[src/rtl/fractal_sync_pe_ctrl.sv]
// fractal_sync_pe_ctrl: bridges one processing element's synchronisation
// requests (barrier / lock / free) onto a fractal-sync tree master port and
// returns a single response per request.
//
// Optional feature macro: FRACTAL_SYNC_PE_TIMEOUT_EN enables a watchdog on the
// WAIT state. When the watchdog fires, the request fails with rsp_timeout_o set.
// The port list is the same whether or not the macro is defined.
//
// Handshake: a request transfers on a cycle where req_valid_i && req_ready_o.
// A response transfers on a cycle where rsp_valid_o && rsp_ready_i. While
// rsp_valid_o is high, rsp_error_o and rsp_timeout_o do not change.
module fractal_sync_pe_ctrl #(
  parameter int AGGR_WIDTH     = 4,
  parameter int ID_WIDTH       = 2,
  parameter int TIMEOUT_CYCLES = 1024
) (
  input  logic                  clk_i,
  input  logic                  rst_ni,
  // PE request side
  input  logic                  req_valid_i,
  output logic                  req_ready_o,
  input  logic [1:0]            req_op_i,
  input  logic [AGGR_WIDTH-1:0] req_aggr_i,
  input  logic [ID_WIDTH-1:0]   req_id_i,
  // PE response side
  output logic                  rsp_valid_o,
  input  logic                  rsp_ready_i,
  output logic                  rsp_error_o,
  output logic                  rsp_timeout_o,
  // fractal-sync master port
  output logic                  sync_o,
  output logic                  lock_o,
  output logic                  free_o,
  output logic [AGGR_WIDTH-1:0] aggr_req_o,
  output logic [ID_WIDTH-1:0]   id_req_o,
  input  logic                  wake_i,
  input  logic                  grant_i,
  input  logic                  error_i,
  input  logic [AGGR_WIDTH-1:0] aggr_rsp_i,
  input  logic [ID_WIDTH-1:0]   id_rsp_i,
  // FSM state, for observation only
  output logic [1:0]            dbg_state_o
);

  typedef enum logic [1:0] {
    IDLE  = 2'd0,
    ISSUE = 2'd1,
    WAIT  = 2'd2,
    RESP  = 2'd3
  } state_e;

  localparam logic [1:0] OP_BARRIER = 2'b00;
  localparam logic [1:0] OP_LOCK    = 2'b01;
  localparam logic [1:0] OP_FREE    = 2'b10;
  localparam logic [1:0] OP_RSVD    = 2'b11;

  // The watchdog cannot express a limit below two cycles.
  if (TIMEOUT_CYCLES < 2) begin : g_timeout_check
    $error("TIMEOUT_CYCLES must be at least 2");
  end

  state_e                state_q, state_d;
  logic [1:0]            op_q, op_d;
  logic [AGGR_WIDTH-1:0] aggr_q, aggr_d;
  logic [ID_WIDTH-1:0]   id_q, id_d;
  logic                  err_q, err_d;

  logic id_hit, err_match, ok_match;

`ifdef FRACTAL_SYNC_PE_TIMEOUT_EN
  localparam int CNT_W = $clog2(TIMEOUT_CYCLES);
  localparam logic [CNT_W-1:0] CNT_LAST = CNT_W'(TIMEOUT_CYCLES - 1);
  logic [CNT_W-1:0] cnt_q;
  logic             tmo_q, tmo_d;
`endif

  // Tree response matching against the request currently held. Errors win
  // over wake/grant, so they are resolved separately in the FSM.
  always_comb begin
    id_hit    = (id_rsp_i == id_q);
    err_match = error_i && id_hit;
    ok_match  = ((op_q == OP_BARRIER) && wake_i && id_hit) ||
                ((op_q == OP_LOCK) && grant_i && id_hit && (aggr_rsp_i == aggr_q));
  end

  // Next-state and request/flag capture.
  always_comb begin
    state_d = state_q;
    op_d    = op_q;
    aggr_d  = aggr_q;
    id_d    = id_q;
    err_d   = err_q;
`ifdef FRACTAL_SYNC_PE_TIMEOUT_EN
    tmo_d   = tmo_q;
`endif
    case (state_q)
      IDLE: begin
        if (req_valid_i) begin
          op_d   = req_op_i;
          aggr_d = req_aggr_i;
          id_d   = req_id_i;
          err_d  = 1'b0;
`ifdef FRACTAL_SYNC_PE_TIMEOUT_EN
          tmo_d  = 1'b0;
`endif
          // A reserved op is refused without touching the tree.
          if (req_op_i == OP_RSVD) begin
            state_d = RESP;
            err_d   = 1'b1;
          end else begin
            state_d = ISSUE;
          end
        end
      end
      ISSUE: begin
        if (op_q == OP_FREE) begin
          state_d = RESP;
        end else if (err_match) begin
          state_d = RESP;
          err_d   = 1'b1;
        end else if (ok_match) begin
          state_d = RESP;
        end else begin
          state_d = WAIT;
        end
      end
      WAIT: begin
        if (err_match) begin
          state_d = RESP;
          err_d   = 1'b1;
        end else if (ok_match) begin
          state_d = RESP;
`ifdef FRACTAL_SYNC_PE_TIMEOUT_EN
        end else if (cnt_q == CNT_LAST) begin
          state_d = RESP;
          err_d   = 1'b1;
          tmo_d   = 1'b1;
`endif
        end
      end
      RESP: begin
        if (rsp_ready_i) state_d = IDLE;
      end
      default: state_d = IDLE;
    endcase
  end

  // State and captured request registers.
  always_ff @(posedge clk_i) begin
    if (!rst_ni) begin
      state_q <= IDLE;
      op_q    <= '0;
      aggr_q  <= '0;
      id_q    <= '0;
      err_q   <= 1'b0;
    end else begin
      state_q <= state_d;
      op_q    <= op_d;
      aggr_q  <= aggr_d;
      id_q    <= id_d;
      err_q   <= err_d;
    end
  end

`ifdef FRACTAL_SYNC_PE_TIMEOUT_EN
  // Watchdog: restarts on entry to WAIT, counts every WAIT cycle.
  always_ff @(posedge clk_i) begin
    if (!rst_ni) begin
      cnt_q <= '0;
      tmo_q <= 1'b0;
    end else begin
      tmo_q <= tmo_d;
      if ((state_q != WAIT) && (state_d == WAIT)) cnt_q <= '0;
      else if (state_q == WAIT)                   cnt_q <= cnt_q + 1'b1;
    end
  end
  assign rsp_timeout_o = (state_q == RESP) && tmo_q;
`else
  assign rsp_timeout_o = 1'b0;
`endif

  // Outputs decoded from the current state only.
  assign req_ready_o = (state_q == IDLE);
  assign rsp_valid_o = (state_q == RESP);
  assign rsp_error_o = (state_q == RESP) && err_q;
  assign sync_o      = (state_q == ISSUE) && (op_q == OP_BARRIER);
  assign lock_o      = (state_q == ISSUE) && (op_q == OP_LOCK);
  assign free_o      = (state_q == ISSUE) && (op_q == OP_FREE);
  assign aggr_req_o  = (state_q == ISSUE) ? aggr_q : '0;
  assign id_req_o    = (state_q == ISSUE) ? id_q : '0;
  assign dbg_state_o = state_q;

endmodule

[config.mk]
export PLATFORM = sky130hd
export DESIGN_NAME = fractal_sync_pe_ctrl
export DESIGN_NICKNAME = d
export VERILOG_FILES = /design/src/rtl/fractal_sync_pe_ctrl.sv
export SDC_FILE = /design/constraint.sdc
export NUM_CORES = 1
export LEC_CHECK = 0
export CORE_MARGIN = 2
export CORE_UTILIZATION = 40
export CTS_CLUSTER_DIAMETER = 200
export CTS_CLUSTER_SIZE = 40
export DETAILED_ROUTE_END_ITERATION = 8
export GPL_ROUTABILITY_DRIVEN = 0
export GPL_TIMING_DRIVEN = 0
export PLACE_DENSITY = 0.78
export SLEW_MARGIN = 20
export SYNTH_ARGS = -nofsm -noshare
export SYNTH_HDL_FRONTEND = slang
export SYNTH_SLANG_ARGS = --single-unit
[constraint.sdc]
create_clock -name clk_i -period 2.75 [get_ports clk_i]
set_clock_uncertainty 0.05 [all_clocks]
set_input_delay 0.55 -clock clk_i [delete_from_list [all_inputs] [get_ports clk_i]]
set_output_delay 0.55 -clock clk_i [all_outputs]
set_load 0.05 [all_outputs]
# Word-level counts from Yosys, hierarchy flattened
# Index checks and enable logic that the tools add are counted.
# op_classes
n_eq_ne	12
muxes	16
reduce_logical	17
# ops
cell	n
2-to-1 mux 2 bit	6
logical AND 1 bit	10
== test 2 bit (second input constant)	4
one-hot mux 2 bit (4 select lines)	1
2-to-1 mux 1 bit	7
AND reduction 3 bit	2
== test 2 x 1 -> 1 bit (second input constant)	2
== test 4 bit	1
zero test 2 bit	2
2-to-1 mux 4 bit	1
inequality test 2 bit (second input constant)	2
inequality test 3 bit (second input constant)	1
one-hot mux 1 bit (3 select lines)	1
nonzero test 3 bit	1
== test 2 bit	1
inequality test 2 x 1 -> 1 bit (second input constant)	1
AND reduction 2 bit	1
logical OR 1 bit	1
# word_totals
input_bits	21
elab_cells	50
output_inout_bits	15
regBits	11

# Depth between registers and ports, before layout
# depth
depth_word	9
mapped_depth	7
depth_no_buf	7

# Worst setup path after synthesis
# OpenSTA, ideal clock, no wires.
# synth_path
path_kind	register to output
from	register state_q[0], in the netlist dbg_state_o[0]
to	output lock_o
required_ns	2.150
slack_ns	-0.048
stages_incl_launch_ff	3
arrival_time_ns	2.198
path_cell_list	dfxtp_1 > ha_1 > nor3b_1
# synth_between
elab_chain_cells	2
# synth_lines
item	line_no	rtl
start, declared	62	state_e state_q, state_d;
start signal, assigned	157	state_q <= state_d;
== test 2 x 1 -> 1 bit	187	assign lock_o = (state_q == ISSUE) && (op_q == OP_LOCK);
logical AND 1 bit	187	
end, declared	32	output logic lock_o,
# Every way passes these cells.

# Worst setup path after layout
# layout_path
from	register state_q[0], in the netlist dbg_state_o[0]
to	output id_req_o[0]
# layout_between
elab_chain_cells	2
# layout_lines
item	line_no	rtl
== test 2 x 1 -> 1 bit	190	assign id_req_o = (state_q == ISSUE) ? id_q : '0;
2-to-1 mux 2 bit	190	
end, declared	35	output logic [ID_WIDTH-1:0] id_req_o,
# Every way passes these cells.

==> impl_metrics.env <==
export IMPL_core_mm2=0.001764
export IMPL_synth_warnings=0
export IMPL_holdWs_ns=0.4161
export IMPL_dp_hpwl_um=1494
export IMPL_nets=157
export IMPL_post_route_drc_count=0
export IMPL_tightest_slew_ns=0.5048
export IMPL_cts_tree="yes"
export IMPL_antenna_found_initial=0
export IMPL_die_h_um=47.54
export IMPL_grt_overflow=0
export IMPL_setup_viol=0
export IMPL_seq_area_frac_synth=0.2904
export IMPL_syn_area_per_cell_um2=8.066
export IMPL_synth_edf_count=0
export IMPL_ir_worst_vdd_mv=0.3918
export IMPL_place_inst=152
export IMPL_cts_root_buf="clkbuf_4"
export IMPL_ys_flop_type="dfxtp_1"
export IMPL_max_cap_violations=0
export IMPL_criticalPathCategory="reg2out"
export IMPL_startpoint_type="flop"
export IMPL_multi_input_area_um2=509.2
export IMPL_fin_setup_tns_ns=0
export IMPL_cts_hold_buf=0
export IMPL_drive_gt1_frac=0.09924
export IMPL_fin_crit_ns=2.648
export IMPL_clock_sinks=11
export IMPL_n_fill_cell=181
export IMPL_final_area_mm2=0.001165
export IMPL_htreeDepth=1
export IMPL_syn_inst=94
export IMPL_synth_cell_types=32
export IMPL_min_path_type="reg2reg"
export IMPL_total_power_uw=989.3
export IMPL_relSlewSlack=0.6624
export IMPL_cts_setup_buffers=0
export IMPL_synthArstFlopShare=0
export IMPL_clk_latency_ns=0.28
export IMPL_path_clk_slew_ns=0.07
export IMPL_clock_fmax_mhz=377.7
export IMPL_crit_chain="ha_1 > and2_1 > clkdlybuf4s50_1"
export IMPL_rsz0062_at_grt="no"
export IMPL_placement_io_buffers=33
export IMPL_drt_wl_total_um=1889
export IMPL_cts_buffer_depth=2
export IMPL_wl_per_cell_um=12.11
export IMPL_p_leak_nw=0.4932
export IMPL_drtIter0Drc=5
export IMPL_die_x_um=47.54
export IMPL_cpMaxStageDelayCell="clkdlybuf4s50_1"
export IMPL_dr_pass1_iters=4
export IMPL_grt_pass1_wl_um=2953
export IMPL_slew_violations=0
export IMPL_die_area_mm2=0.002260
export IMPL_cp_end_kind="primary output"
export IMPL_critPathArrivalTime_ns=2.05
export IMPL_vias=775
export IMPL_start_util=0.4298
export IMPL_status="completed"
export IMPL_ios=36
export IMPL_ys_ff_latch=11
export IMPL_antenna_left=0
export IMPL_path_max_fanout=10
export IMPL_period_share=0.9628
export IMPL_power_density_mw_per_mm2=849.2
export IMPL_cts_buffers=3
export IMPL_max_stage_delay_ns=0.80
export IMPL_rows=15
export IMPL_vias_per_cell=4.968
export IMPL_grt_max_degree=11
export IMPL_synthesis_area_um2=758.2
export IMPL_ff_latch_area_um2=220.2
export IMPL_grt_pass1_vias=714
export IMPL_stdcell_count=156
export IMPL_antennaDiodeCount=0
export IMPL_area_delta_synth_final_pct=53.63
export IMPL_hold_viol=0
export IMPL_grt_usage=0.1877
export IMPL_synth_nets=119
export IMPL_crit_required_ns=2.15
export IMPL_placed_area_mm2=0.001130
[metrics by stage]
step | utilization | worst slack, ns
2_1_floorplan | - | 0.3433
3_3_place_gp | 0.6404 | 0.3486
3_5_place_dp | 0.6404 | 0.3266
4_1_cts | 0.6560 | 0.02565
5_1_grt | 0.6603 | 0.01125
6_report | 0.6603 | 0.1023
[routing by layer]
metal / up-vias / GRT usage / share of wire
met3: 6 / 0.02264 / 0.036
met5: - / 0 / 0
li1: 398 / - / -
met2: 18 / 0.3054 / 0.48
met1: 353 / 0.2318 / 0.46
met4: 0 / 0.1243 / 0.030
[cells in the mapped netlist (2+ instances only)]
library cell  count  share of area
dfxtp_1          11           0.29
and2_1            7          0.058
clkbuf_1          2         0.0099
a21boi_0          8          0.079
xnor2_2           2          0.043
ha_1              4          0.066
nor3b_1           3          0.030
inv_1             5          0.025
a21oi_1           2          0.013
nand2_1          15          0.074
xnor2_1           4          0.046
nand3_1          11          0.073
[cell usage in the layout (no fill, tap or decap)]
master | netlist | final
clkdlybuf4s50_1 | 0 | 30
nand2_1 | 15 | 15
nand3_1 | 11 | 11
dfxtp_1 | 11 | 11
a21boi_0 | 8 | 8
and2_1 | 7 | 7
inv_1 | 5 | 5
xnor2_1 | 4 | 4
ha_1 | 4 | 4
clkbuf_4 | 0 | 3
dlymetal6s2s_1 | 0 | 3
nor3b_2 | 0 | 2
clkbuf_1 | 2 | 2
xnor2_2 | 2 | 2
a21oi_1 | 2 | 2
and3b_2 | 1 | 1
buf_2 | 1 | 1
o211ai_1 | 1 | 1
and3b_1 | 1 | 1
nand4_1 | 1 | 1
nor3b_1 | 3 | 1
o211ai_2 | 1 | 1
nor2b_1 | 1 | 1
o21ai_1 | 1 | 1
mux2i_1 | 1 | 1
nor3_1 | 1 | 1
nand3b_1 | 1 | 1
nor2_1 | 1 | 1
or2_1 | 1 | 1
a211o_2 | 1 | 1
o32ai_1 | 1 | 1
o21a_1 | 1 | 1
o221ai_1 | 1 | 1
a31oi_1 | 1 | 1
buf_4 | 1 | 1
conb_1 | 1 | 1
clkinv_2 | 0 | 1
[where the power goes]
part / internal [mW] / leakage [nW] / switching (mW)
clock: 0.0540 / 0.0177 / 0.0604
sequential: 0.200 / 0.0905 / 0.0502
combinational: 0.244 / 0.385 / 0.381
total: 0.498 / 0.493 / 0.491
[logic make-up (layout without fill, tap and decap cells)]
group,Yosys count,count (layout),synth area share
adders and majority gates,4,4,0.06601
xor gates and xnor gates,6,6,0.08910
buffers and inverters,9,46,0.05116
other,1,1,0.004946
and+or+nand+nor,44,44,0.3053
muxes,1,1,0.01320
DFF,11,11,0.2904
AOI/OAI and AO/OA,18,18,0.1799
[cell type report]
type / instances / share of cell area
multi-input combinational: 74 / 0.4372
timing repair buffer: 33 / 0.2900
sequential: 11 / 0.1890
tap: 25 / 0.02685
clock buffer: 3 / 0.01933
buffer: 4 / 0.01719
inverter: 5 / 0.01611
clock inverter: 1 / 0.004296
[what timing repair did]
action,4_1_cts,5_1_grt
endpoints found under the hold margin,0,0
setup endpoints to repair,0,3
gates resized for setup,0,3
[registers in the layout, indices dropped and copies added (netlist names)]
name         flops
aggr_q           4
dbg_state_o      2
id_q             2
op_q             2
err_q            1
[worst max-delay path: cells and delay by family (launching register included)]
kind	cells	cell delay, ns
adders and majority gates	1	0.37
buffers and inverters	1	0.80
DFF	1	0.43
and+or+nand+nor	1	0.17
[path summary, 6_finish.rpt]
check	slack [ns]	end	startpoint	cells after the start
worst max-delay path	0.10	id_req_o[0]	dbg_state_o[0]$_SDFFE_PN0P_	3
worst max register to register	0.91	dbg_state_o[0]$_SDFFE_PN0P_	dbg_state_o[0]$_SDFFE_PN0P_	7
worst min-delay path	0.42	err_q$_SDFFE_PN0P_	err_q$_SDFFE_PN0P_	2
worst min register to register	0.42	err_q$_SDFFE_PN0P_	err_q$_SDFFE_PN0P_	2
Note: power is estimated with default switching activity, not from simulation.
